**src/rtl/ft232r_host.sv**
```systemverilog
// ft232r_host: FT232R-style 8N1 UART host with receive FIFO.
// Define FT232R_HOST_FLOW_EN to enable RTS/CTS flow control.
module ft232r_host #(
  parameter int BIT_CLKS   = 10,
  parameter int FIFO_DEPTH = 4
) (
  input  logic       clk,
  input  logic       rst_n,
  output logic       txd,
  input  logic       rxd,
  output logic       rts_n,
  input  logic       cts_n,
  input  logic       tx_req,
  input  logic [7:0] tx_data,
  output logic       tx_ack,
  output logic       rx_req,
  output logic [7:0] rx_data,
  input  logic       rx_ack,
  output logic       rx_err
);

  localparam int AW = $clog2(FIFO_DEPTH);
  localparam int CW = AW + 1;
  localparam logic [7:0] BIT_END  = 8'(BIT_CLKS - 1);
  localparam logic [7:0] HALF_END = 8'(BIT_CLKS / 2 - 1);
  localparam logic [CW-1:0] FULL_LVL = CW'(FIFO_DEPTH);

  logic [1:0] rxd_sync;
  logic       rxd_s;
  logic       rxd_prev;
  logic       cts_ok;

  assign rxd_s = rxd_sync[1];

  // Synchronize rxd and keep one delayed copy for edge detect
  always_ff @(posedge clk or negedge rst_n) begin
    if (!rst_n) begin
      rxd_sync <= 2'b11;
      rxd_prev <= 1'b1;
    end else begin
      rxd_sync <= {rxd_sync[0], rxd};
      rxd_prev <= rxd_s;
    end
  end

`ifdef FT232R_HOST_FLOW_EN
  logic [1:0] cts_sync;

  // Synchronize the far-end clear-to-send
  always_ff @(posedge clk or negedge rst_n) begin
    if (!rst_n) cts_sync <= 2'b11;
    else        cts_sync <= {cts_sync[0], cts_n};
  end

  assign cts_ok = ~cts_sync[1];
`else
  logic unused_cts;
  assign unused_cts = cts_n;
  assign cts_ok     = 1'b1;
`endif

  typedef enum logic [2:0] {
    TX_IDLE,
    TX_WAIT_CTS,
    TX_START,
    TX_DATA,
    TX_STOP
  } tx_state_t;

  tx_state_t  tx_state;
  logic [7:0] tx_sh;
  logic [7:0] tx_cnt;
  logic [2:0] tx_bit;
  logic       tx_end;

  assign tx_end = (tx_cnt == BIT_END);

  // Transmit FSM: handshake, wait for CTS, then a fixed-length frame
  always_ff @(posedge clk or negedge rst_n) begin
    if (!rst_n) begin
      tx_state <= TX_IDLE;
      tx_sh    <= '0;
      tx_cnt   <= '0;
      tx_bit   <= '0;
      txd      <= 1'b1;
      tx_ack   <= 1'b0;
    end else begin
      tx_ack <= 1'b0;
      unique case (tx_state)
        TX_IDLE: begin
          txd <= 1'b1;
          if (tx_req) begin
            tx_sh    <= tx_data;
            tx_ack   <= 1'b1;
            tx_state <= TX_WAIT_CTS;
          end
        end
        TX_WAIT_CTS: begin
          if (cts_ok) begin
            txd      <= 1'b0;
            tx_cnt   <= '0;
            tx_state <= TX_START;
          end
        end
        TX_START: begin
          if (tx_end) begin
            tx_cnt   <= '0;
            tx_bit   <= '0;
            txd      <= tx_sh[0];
            tx_sh    <= {1'b0, tx_sh[7:1]};
            tx_state <= TX_DATA;
          end else begin
            tx_cnt <= tx_cnt + 8'd1;
          end
        end
        TX_DATA: begin
          if (tx_end) begin
            tx_cnt <= '0;
            if (tx_bit == 3'd7) begin
              txd      <= 1'b1;
              tx_state <= TX_STOP;
            end else begin
              tx_bit <= tx_bit + 3'd1;
              txd    <= tx_sh[0];
              tx_sh  <= {1'b0, tx_sh[7:1]};
            end
          end else begin
            tx_cnt <= tx_cnt + 8'd1;
          end
        end
        TX_STOP: begin
          if (tx_end) begin
            tx_cnt   <= '0;
            tx_state <= TX_IDLE;
          end else begin
            tx_cnt <= tx_cnt + 8'd1;
          end
        end
        default: tx_state <= TX_IDLE;
      endcase
    end
  end

  typedef enum logic [1:0] {
    RX_IDLE,
    RX_START,
    RX_DATA,
    RX_STOP
  } rx_state_t;

  rx_state_t  rx_state;
  logic [7:0] rx_sh;
  logic [7:0] rx_cnt;
  logic [2:0] rx_bit;
  logic       rx_end;
  logic       stop_hit;
  logic       push;
  logic       frame_err;

  assign rx_end    = (rx_cnt == BIT_END);
  assign stop_hit  = (rx_state == RX_STOP) && rx_end;
  assign push      = stop_hit && rxd_s;
  assign frame_err = stop_hit && !rxd_s;

  // Receive FSM: mid-bit sampling, glitch reject on the start bit
  always_ff @(posedge clk or negedge rst_n) begin
    if (!rst_n) begin
      rx_state <= RX_IDLE;
      rx_sh    <= '0;
      rx_cnt   <= '0;
      rx_bit   <= '0;
    end else begin
      unique case (rx_state)
        RX_IDLE: begin
          if (rxd_prev && !rxd_s) begin
            rx_cnt   <= '0;
            rx_state <= RX_START;
          end
        end
        RX_START: begin
          if (rx_cnt == HALF_END) begin
            rx_cnt   <= '0;
            rx_bit   <= '0;
            rx_state <= rxd_s ? RX_IDLE : RX_DATA;
          end else begin
            rx_cnt <= rx_cnt + 8'd1;
          end
        end
        RX_DATA: begin
          if (rx_end) begin
            rx_cnt <= '0;
            rx_sh  <= {rxd_s, rx_sh[7:1]};
            if (rx_bit == 3'd7) rx_state <= RX_STOP;
            else                rx_bit   <= rx_bit + 3'd1;
          end else begin
            rx_cnt <= rx_cnt + 8'd1;
          end
        end
        RX_STOP: begin
          if (rx_end) begin
            rx_cnt   <= '0;
            rx_state <= RX_IDLE;
          end else begin
            rx_cnt <= rx_cnt + 8'd1;
          end
        end
        default: rx_state <= RX_IDLE;
      endcase
    end
  end

  logic [7:0]    mem [FIFO_DEPTH];
  logic [AW-1:0] wr_ptr;
  logic [AW-1:0] rd_ptr;
  logic [CW-1:0] count;
  logic [CW-1:0] count_next;
  logic          pop;
  logic          full;
  logic          wr_ok;
  logic          overflow;

  assign pop      = rx_ack && (count != '0);
  assign full     = (count == FULL_LVL);
  assign wr_ok    = push && (!full || pop);
  assign overflow = push && full && !pop;
  assign rx_req   = (count != '0);
  assign rx_data  = mem[rd_ptr];

  // Next occupancy; a push and pop in the same cycle cancel
  always_comb begin
    count_next = count;
    if (wr_ok && !pop)      count_next = count + CW'(1);
    else if (!wr_ok && pop) count_next = count - CW'(1);
  end

  // FIFO storage, written only on an accepted push
  always_ff @(posedge clk) begin
    if (wr_ok) mem[wr_ptr] <= rx_sh;
  end

  // FIFO pointers, occupancy and error pulse
  always_ff @(posedge clk or negedge rst_n) begin
    if (!rst_n) begin
      wr_ptr <= '0;
      rd_ptr <= '0;
      count  <= '0;
      rx_err <= 1'b0;
    end else begin
      if (wr_ok) wr_ptr <= wr_ptr + AW'(1);
      if (pop)   rd_ptr <= rd_ptr + AW'(1);
      count  <= count_next;
      rx_err <= frame_err || overflow;
    end
  end

`ifdef FT232R_HOST_FLOW_EN
  localparam logic [CW-1:0] RTS_LVL = CW'(FIFO_DEPTH - 1);

  // Deassert ready one entry before full to leave room in flight
  always_ff @(posedge clk or negedge rst_n) begin
    if (!rst_n) rts_n <= 1'b1;
    else        rts_n <= (count_next >= RTS_LVL);
  end
`else
  assign rts_n = 1'b0;
`endif

endmodule

```
**config.mk**
```make
export PLATFORM = sky130hd
export DESIGN_NAME = ft232r_host
export DESIGN_NICKNAME = d
export VERILOG_FILES = /design/src/rtl/ft232r_host.sv
export SDC_FILE = /design/constraint.sdc
export NUM_CORES = 1
export LEC_CHECK = 0
export BUFFER_PORTS_ARGS = -buffer_cell sky130_fd_sc_hd__buf_4
export CAP_MARGIN = 20
export CORE_AREA = 3 3 143 103
export CTS_CLUSTER_SIZE = 25
export DETAILED_ROUTE_END_ITERATION = 8
export DIE_AREA = 0 0 146 106
export SYNTH_ARGS = -nofsm -noshare
export SYNTH_HDL_FRONTEND = slang
export SYNTH_SLANG_ARGS = --single-unit
```
**constraint.sdc**
```tcl
create_clock -name clk -period 3.09 [get_ports clk]
set_input_delay 0.1545 -clock clk [delete_from_list [all_inputs] [get_ports clk]]
set_output_delay 0.1545 -clock clk [all_outputs]
set_load 0.01 [all_outputs]
```
# Word level (Yosys, flattened, before mapping)
# Memory sizes are Yosys's and may differ from the RTL's.
# Cells that the tools add are included.
# word_totals
reg_bits,56
ram_bits,32
n_memories,1
inputBits,14
wordCells,125
output_inout_bits,13
# op_classes
n_reduce_logical,34
addsub,8
n_mux,41
n_eq_ne,25
# mem_list
memory,words,width,rd,rd_ports_with_merged_regs,write_ports,line_no,rtl
mem,4,8,1,0,1,212,logic [7:0] mem [FIFO_DEPTH];
# op_table
operator,count
8-bit two-way mux,8
8-bit one-hot mux with 3 select lines,2
3-bit two-way mux,12
2-bit != test (second input constant),12
8-bit by 1-bit adder with 8-bit output (second input constant),2
8-bit by 4-bit == test with 1-bit output (second input constant),2
8-bit one-hot mux with 2 select lines,1
3-bit one-hot mux with 5 select lines,1
5-bit AND reduction,3
3-bit == test (second input constant),4
2-bit two-way mux,6
3-bit one-hot mux with 2 select lines,2
1-bit logical AND,10
3-bit by 1-bit adder with 3-bit output (second input constant),3
8-bit by 3-bit == test with 1-bit output (second input constant),1
2-bit one-hot mux with 4 select lines,1
4-bit AND reduction,2
2-bit nonzero test,4
1-bit two-way mux,7
3-bit by 2-bit == test with 1-bit output (second input constant),2
3-bit nonzero test,2
2-bit by 1-bit adder with 2-bit output (second input constant),2
2-bit == test (second input constant),2
1-bit zero test,4
12 further kinds,13

# Depth between registers and ports, before layout
# depth
ltp_word,8
ltp_mapped,11
mapped_depth_nobuf,11

# Worst setup path before layout
# OpenSTA, ideal clock, no wires.
# synth_timing
path_type,register -> register
start,register rx_cnt[4]
end,register count[2]
path_slack_ns,0.571
path_buffers,1
path_stages_with_launch,11
setup_ns,0.080
arrival_ns,2.439
required_time_ns,3.010
cell_sequence,dfrtp_1 buf_6 nor4_1 nand4_1 nor2_1 ha_1 inv_1 fa_1 xor2_1 nor2_1 xnor2_1
# synth_between
elab_chain_cells,7
word_cells_on_any_way,9
cone_classes,eq/ne (1); mux (1); reduce/logical (7)
# synth_lines
element,line_no,rtl
start: declaration,153,logic [7:0] rx_cnt;
start signal: assignment,186,rx_cnt <= rx_cnt + 8'd1;
start signal: assignment,196,rx_cnt <= rx_cnt + 8'd1;
start signal: assignment,204,rx_cnt <= rx_cnt + 8'd1;
8-bit by 4-bit == test with 1-bit output *,160,assign rx_end = (rx_cnt == BIT_END);
1-bit logical AND *,161,assign stop_hit = (rx_state == RX_STOP) && rx_end;
1-bit logical AND *,162,assign push = stop_hit && rxd_s;
1-bit logical AND *,224,assign wr_ok = push && (!full || pop);
via wr_ok,219,logic wr_ok;
1-bit zero test,233,else if (!wr_ok && pop) count_next = count - CW'(1);
1-bit logical AND,233,
2-bit nonzero test (no source line),-,
end signal: assignment,251,count <= count_next;
end: declaration,215,logic [CW-1:0] count;
# Mark *: on every way through the listed nets, which the timed path passes. The rest lies on a longest branch.
# A chain may end at the register's enable or synchronous reset.

# Final worst setup path
# Ends and elaborated chain as after synthesis.

==> results <==
- In the post-route analysis, the smallest setup slack over all paths is 549 ps.
- The transition time at the pin with the least slew margin is 731 ps.
- The number of setup violations in the final report is 0.
- The CTS tree is yes.
- During synthesis, Yosys emitted a total of 0 warnings.
- The fraction of registers with async set/reset is 0.636.
- The total count of hold-check failures in the final report is 0.
- STA classifies the critical path endpoint as a flop.
- For the worst setup path, the data required time is 3350 ps.
- The wire length per cell after detailed routing is 13.6 microns.
- Synthesis produced a netlist with a net count of 353.
- The post-synthesis instance area is 4020 sq um.
- In this run the critical register-to-register path is launched from rx_cnt[4]$_DFFE_PN0N_.
- The number of core rows is 35.
- The count of nets left with antenna violations after detail routing is 0.
- The area of the core is 13300 sq um.
- After synthesis, the cell types taking the most area are dfrtp_1 32%, edfxtp_1 24%, mux4_2 4.5%.
- Global routing finished with a remaining overflow of 0.
- The die extent in y is 106 microns.
- The first-pass GRT wire length is 12300 microns.
- In this run the critical register-to-register path is captured at count[2]$_DFFE_PN0P_.
- For the worst flop-to-flop path, the logic depth is 9.
- The number of detailed-routing iterations run before antenna repair is 4.
- After synthesis the netlist holds a flip-flop and latch count of 88.
- In the routed layout, each cell is associated on average with a via count of 4.64.
- The most critical setup path has its startpoint at rx_cnt[4]$_DFFE_PN0N_.
- For this design the ratio of total power to cell area is 798 nW/um^2.
- The growth of design area from synthesis to finish is 15.8%.
- Synthesis produced 324 cells.
- The quantity of I/O buffers inserted on ports is 24.
- The reg2reg setup slack is 550 ps.
- The effective utilization at floorplan is 0.303.
- In the synthesized netlist the dominant register cell turns out to be dfrtp_1.
- The post-route DRC violation count is 0.
- Counting flops with a built-in enable in the synthesized netlist gives 32.
- The via count of the first global-routing pass is 2461.
- The H-tree depth is 3.
- The final cycle utilization of the critical path is 0.822.
- The deepest clock path buffer count is 2.
- The routed layout has 2505 vias.
- The finished layout holds 540 standard cells, fillers aside.
- The post-detailed-routing wire length is 7330 microns.
- The path class of the tightest hold or removal check is input port to flop.
- The post-detailed-placement half-perimeter wirelength is 4960 microns.
- The filler cells instantiated in the layout total 1310.
- The number of diodes is 0.
- The synthesized design spends more area on one cell type than any other, namely dfrtp_1.
- On the final layout, the worst hold slack is 34.0 ps.
- The clock reaches the later pin of the worst-skew pair after 340 ps.
- The initial antenna violation count is 0.
- The mean instance size in the synthesized netlist is 12.4 sq um.
- After the last flow step, the layout net total stands at 379.
- The worst setup path category is flop to flop.
- After clock tree synthesis, the clock-pin slew on the worst setup and hold paths is 70 ps.
- CTS saw 88 sinks.
- Buffers inserted during clock tree synthesis total 9.
- The root buffer cell chosen for the clock tree is clkbuf_16.
- Of the cells placed in the final design, the portion with a size suffix greater than 1 is 0.192.
- The floorplan step defined a die boundary enclosing 15500 sq um.
- Post-CTS repair changed the size of 0 cells.
- The total count of max-transition violations in the final report is 0.
- The overall die width is 146 microns.
- The worst setup slack before clock tree synthesis is 559 ps.
- Across the VDD grid, the largest voltage drop is 362 uV.
- The clock arrives with 7.28 ps of skew.
- Counting instances, the worst hold path has a depth of 3.
- The share of the synthesized area in the top cell type is 0.324.
- The end of the worst hold path is tx_sh[7]$_DFFE_PN0P_.
- The startpoint type of the worst setup path is a flop.
- The number of different library cells in the post-synthesis netlist is 57.
- The largest net degree at the start of global routing is 57.
- The arrival time of data at the critical path endpoint is 2800 ps.
- In this run the worst path has a maximum fanout of 9.
- The flow ran to the end, and the final reports show no timing, DRC or antenna violations.
- The detailed router finished its first iteration with 109 violations.
- At the end of routability-driven placement, the weighted congestion stood at 0.775.
- The total negative slack is 0 ps.
- The instance area at placement is 4360 sq um.
- The worst-case headroom to the max-slew limit is 0.513.
- Setup repair after global routing left no endpoint under its margin.
- Based on the critical path, the design can be clocked at up to 393 MHz.
- The global-route usage over all layers is 0.0997.
- The post-synthesis sequential area ratio is 0.589.
- The number of instances in the placed design is 522.
- The tool flagged a number of max-cap violations equal to 0.
- The static leakage power is 1.87 nW.
- Counting I/O delays and the setup requirement, the final critical path takes 2540 ps.
- The finished cells cover 4650 sq um.
- The hold path startpoint is tx_data[7].
- The total I/O pin count is 27.
==> cell usage in the layout (no fill, tap or decap), types with 2 or more instances in the layout <==
master	n
nor2_1	16
buf_4	26
a31oi_1	14
nand2b_1	4
o21ai_0	10
dfrtp_1	52
xor2_1	5
inv_1	12
a21oi_1	5
a22o_1	3
o31ai_1	2
dfstp_2	4
o211ai_1	2
clkbuf_16	9
nor3_1	6
nor4_1	2
a22oi_1	3
clkinvlp_4	3
nand2_1	42
xnor2_1	6
mux4_2	8
and2_1	6
dlygate4sd3_1	2
nor4b_1	2
mux2_2	11
ha_1	14
and3_1	4
nand3b_1	2
nor2b_1	3
nand3_1	14
a221o_1	2
o22ai_1	2
edfxtp_1	32
==> cells by family (layout without fill, tap and decap cells) <==
family / Yosys count / in the layout / synth area share
XOR/XNOR: 11 / 11 / 0.0240
adder cells (fa/ha/maj): 15 / 15 / 0.0486
flip-flops: 88 / 88 / 0.589
AND/OR/NAND/NOR: 112 / 112 / 0.138
AO/OA/AOI/OAI: 52 / 52 / 0.0881
buffers and inverters: 25 / 56 / 0.0327
multiplexers: 20 / 20 / 0.0782
other: 1 / 1 / 0.000933
==> per-layer routing <==
metal | global-route usage | vias to the layer above | share of wire
li1 | - | 1244 | -
met5 | 0 | - | 0
met1 | 0.142 | 1199 | 0.52
met2 | 0.141 | 55 | 0.42
met4 | 0.0342 | 0 | 0.011
met3 | 0.0345 | 7 | 0.051
==> through the flow <==
stage	total power [mW]	utilization
finish	3.71	0.350
detailed placement	2.76	0.328
global route	3.97	0.350
global placement	2.71	0.328
floorplan	2.47	-
CTS	3.77	0.350
==> Yosys cell counts, types with 3 or more instances <==
cell type,number
a21oi_1,5
a22o_1,3
a22oi_1,3
a31oi_1,14
and2_1,6
and3_1,4
buf_2,3
buf_6,4
clkbuf_1,3
dfrtp_1,52
dfstp_2,4
edfxtp_1,32
ha_1,14
inv_1,12
mux2_2,11
mux4_2,8
nand2_1,42
nand2b_1,4
nand3_1,14
nor2_1,16
nor2b_1,3
nor3_1,6
o21ai_0,10
xnor2_1,6
xor2_1,5
==> where the power goes <==
group | internal [mW] | switching [mW]
clock network | 0.546 | 0.441
registers | 1.43 | 0.294
logic | 0.519 | 0.477
total | 2.50 | 1.21
==> flip-flops by register name, summed over array words and instances (netlist names), named ones only <==
signal,flops
mem,32
rx_cnt,8
rx_sh,8
tx_cnt,8
tx_sh,8
count,3
rx_bit,3
tx_bit,3
tx_state,3
rd_ptr,2
rxd_sync,2
wr_ptr,2
rx_err,1
rx_state,1
rxd_prev,1
tx_ack,1
txd,1
==> what timing repair did <==
action	4_1_cts	5_1_grt
setup buffers	0	0
endpoints found under the hold margin	53	0
hold buffers	2	0
==> worst max-delay path, cell delays in order (launching register included) <==
cell and delay (ps):
dfrtp_1 480, nor4_1 520, nand4_1 250, nor2_1 190, ha_1 200, inv_1 60, fa_1 370, xor2_1 170
nor2_1 110, xnor2_1 130
==> how the worst max path moves through the flow <==
stage / cells after the start / slack, ps / endpoint
3_3_place_gp: 9 / 560 / count[2]$_DFFE_PN0P_
3_5_place_dp: 9 / 560 / count[2]$_DFFE_PN0P_
2_1_floorplan: 10 / 570 / count[2]$_DFFE_PN0P_
6_report: 9 / 550 / count[2]$_DFFE_PN0P_
4_1_cts: 9 / 550 / count[2]$_DFFE_PN0P_
5_1_grt: 9 / 350 / count[2]$_DFFE_PN0P_
==> cell type report <==
type,instances,area (sq um),share of cell area
sequential,88,2370,0.509
inverter,12,45.0,0.00969
clock buffer,10,229,0.0492
clock inverter,6,43.8,0.00942
tap,185,231,0.0498
timing repair buffer,28,215,0.0463
multi-input combinational,211,1520,0.327
Power figures use the tool's default switching activity.
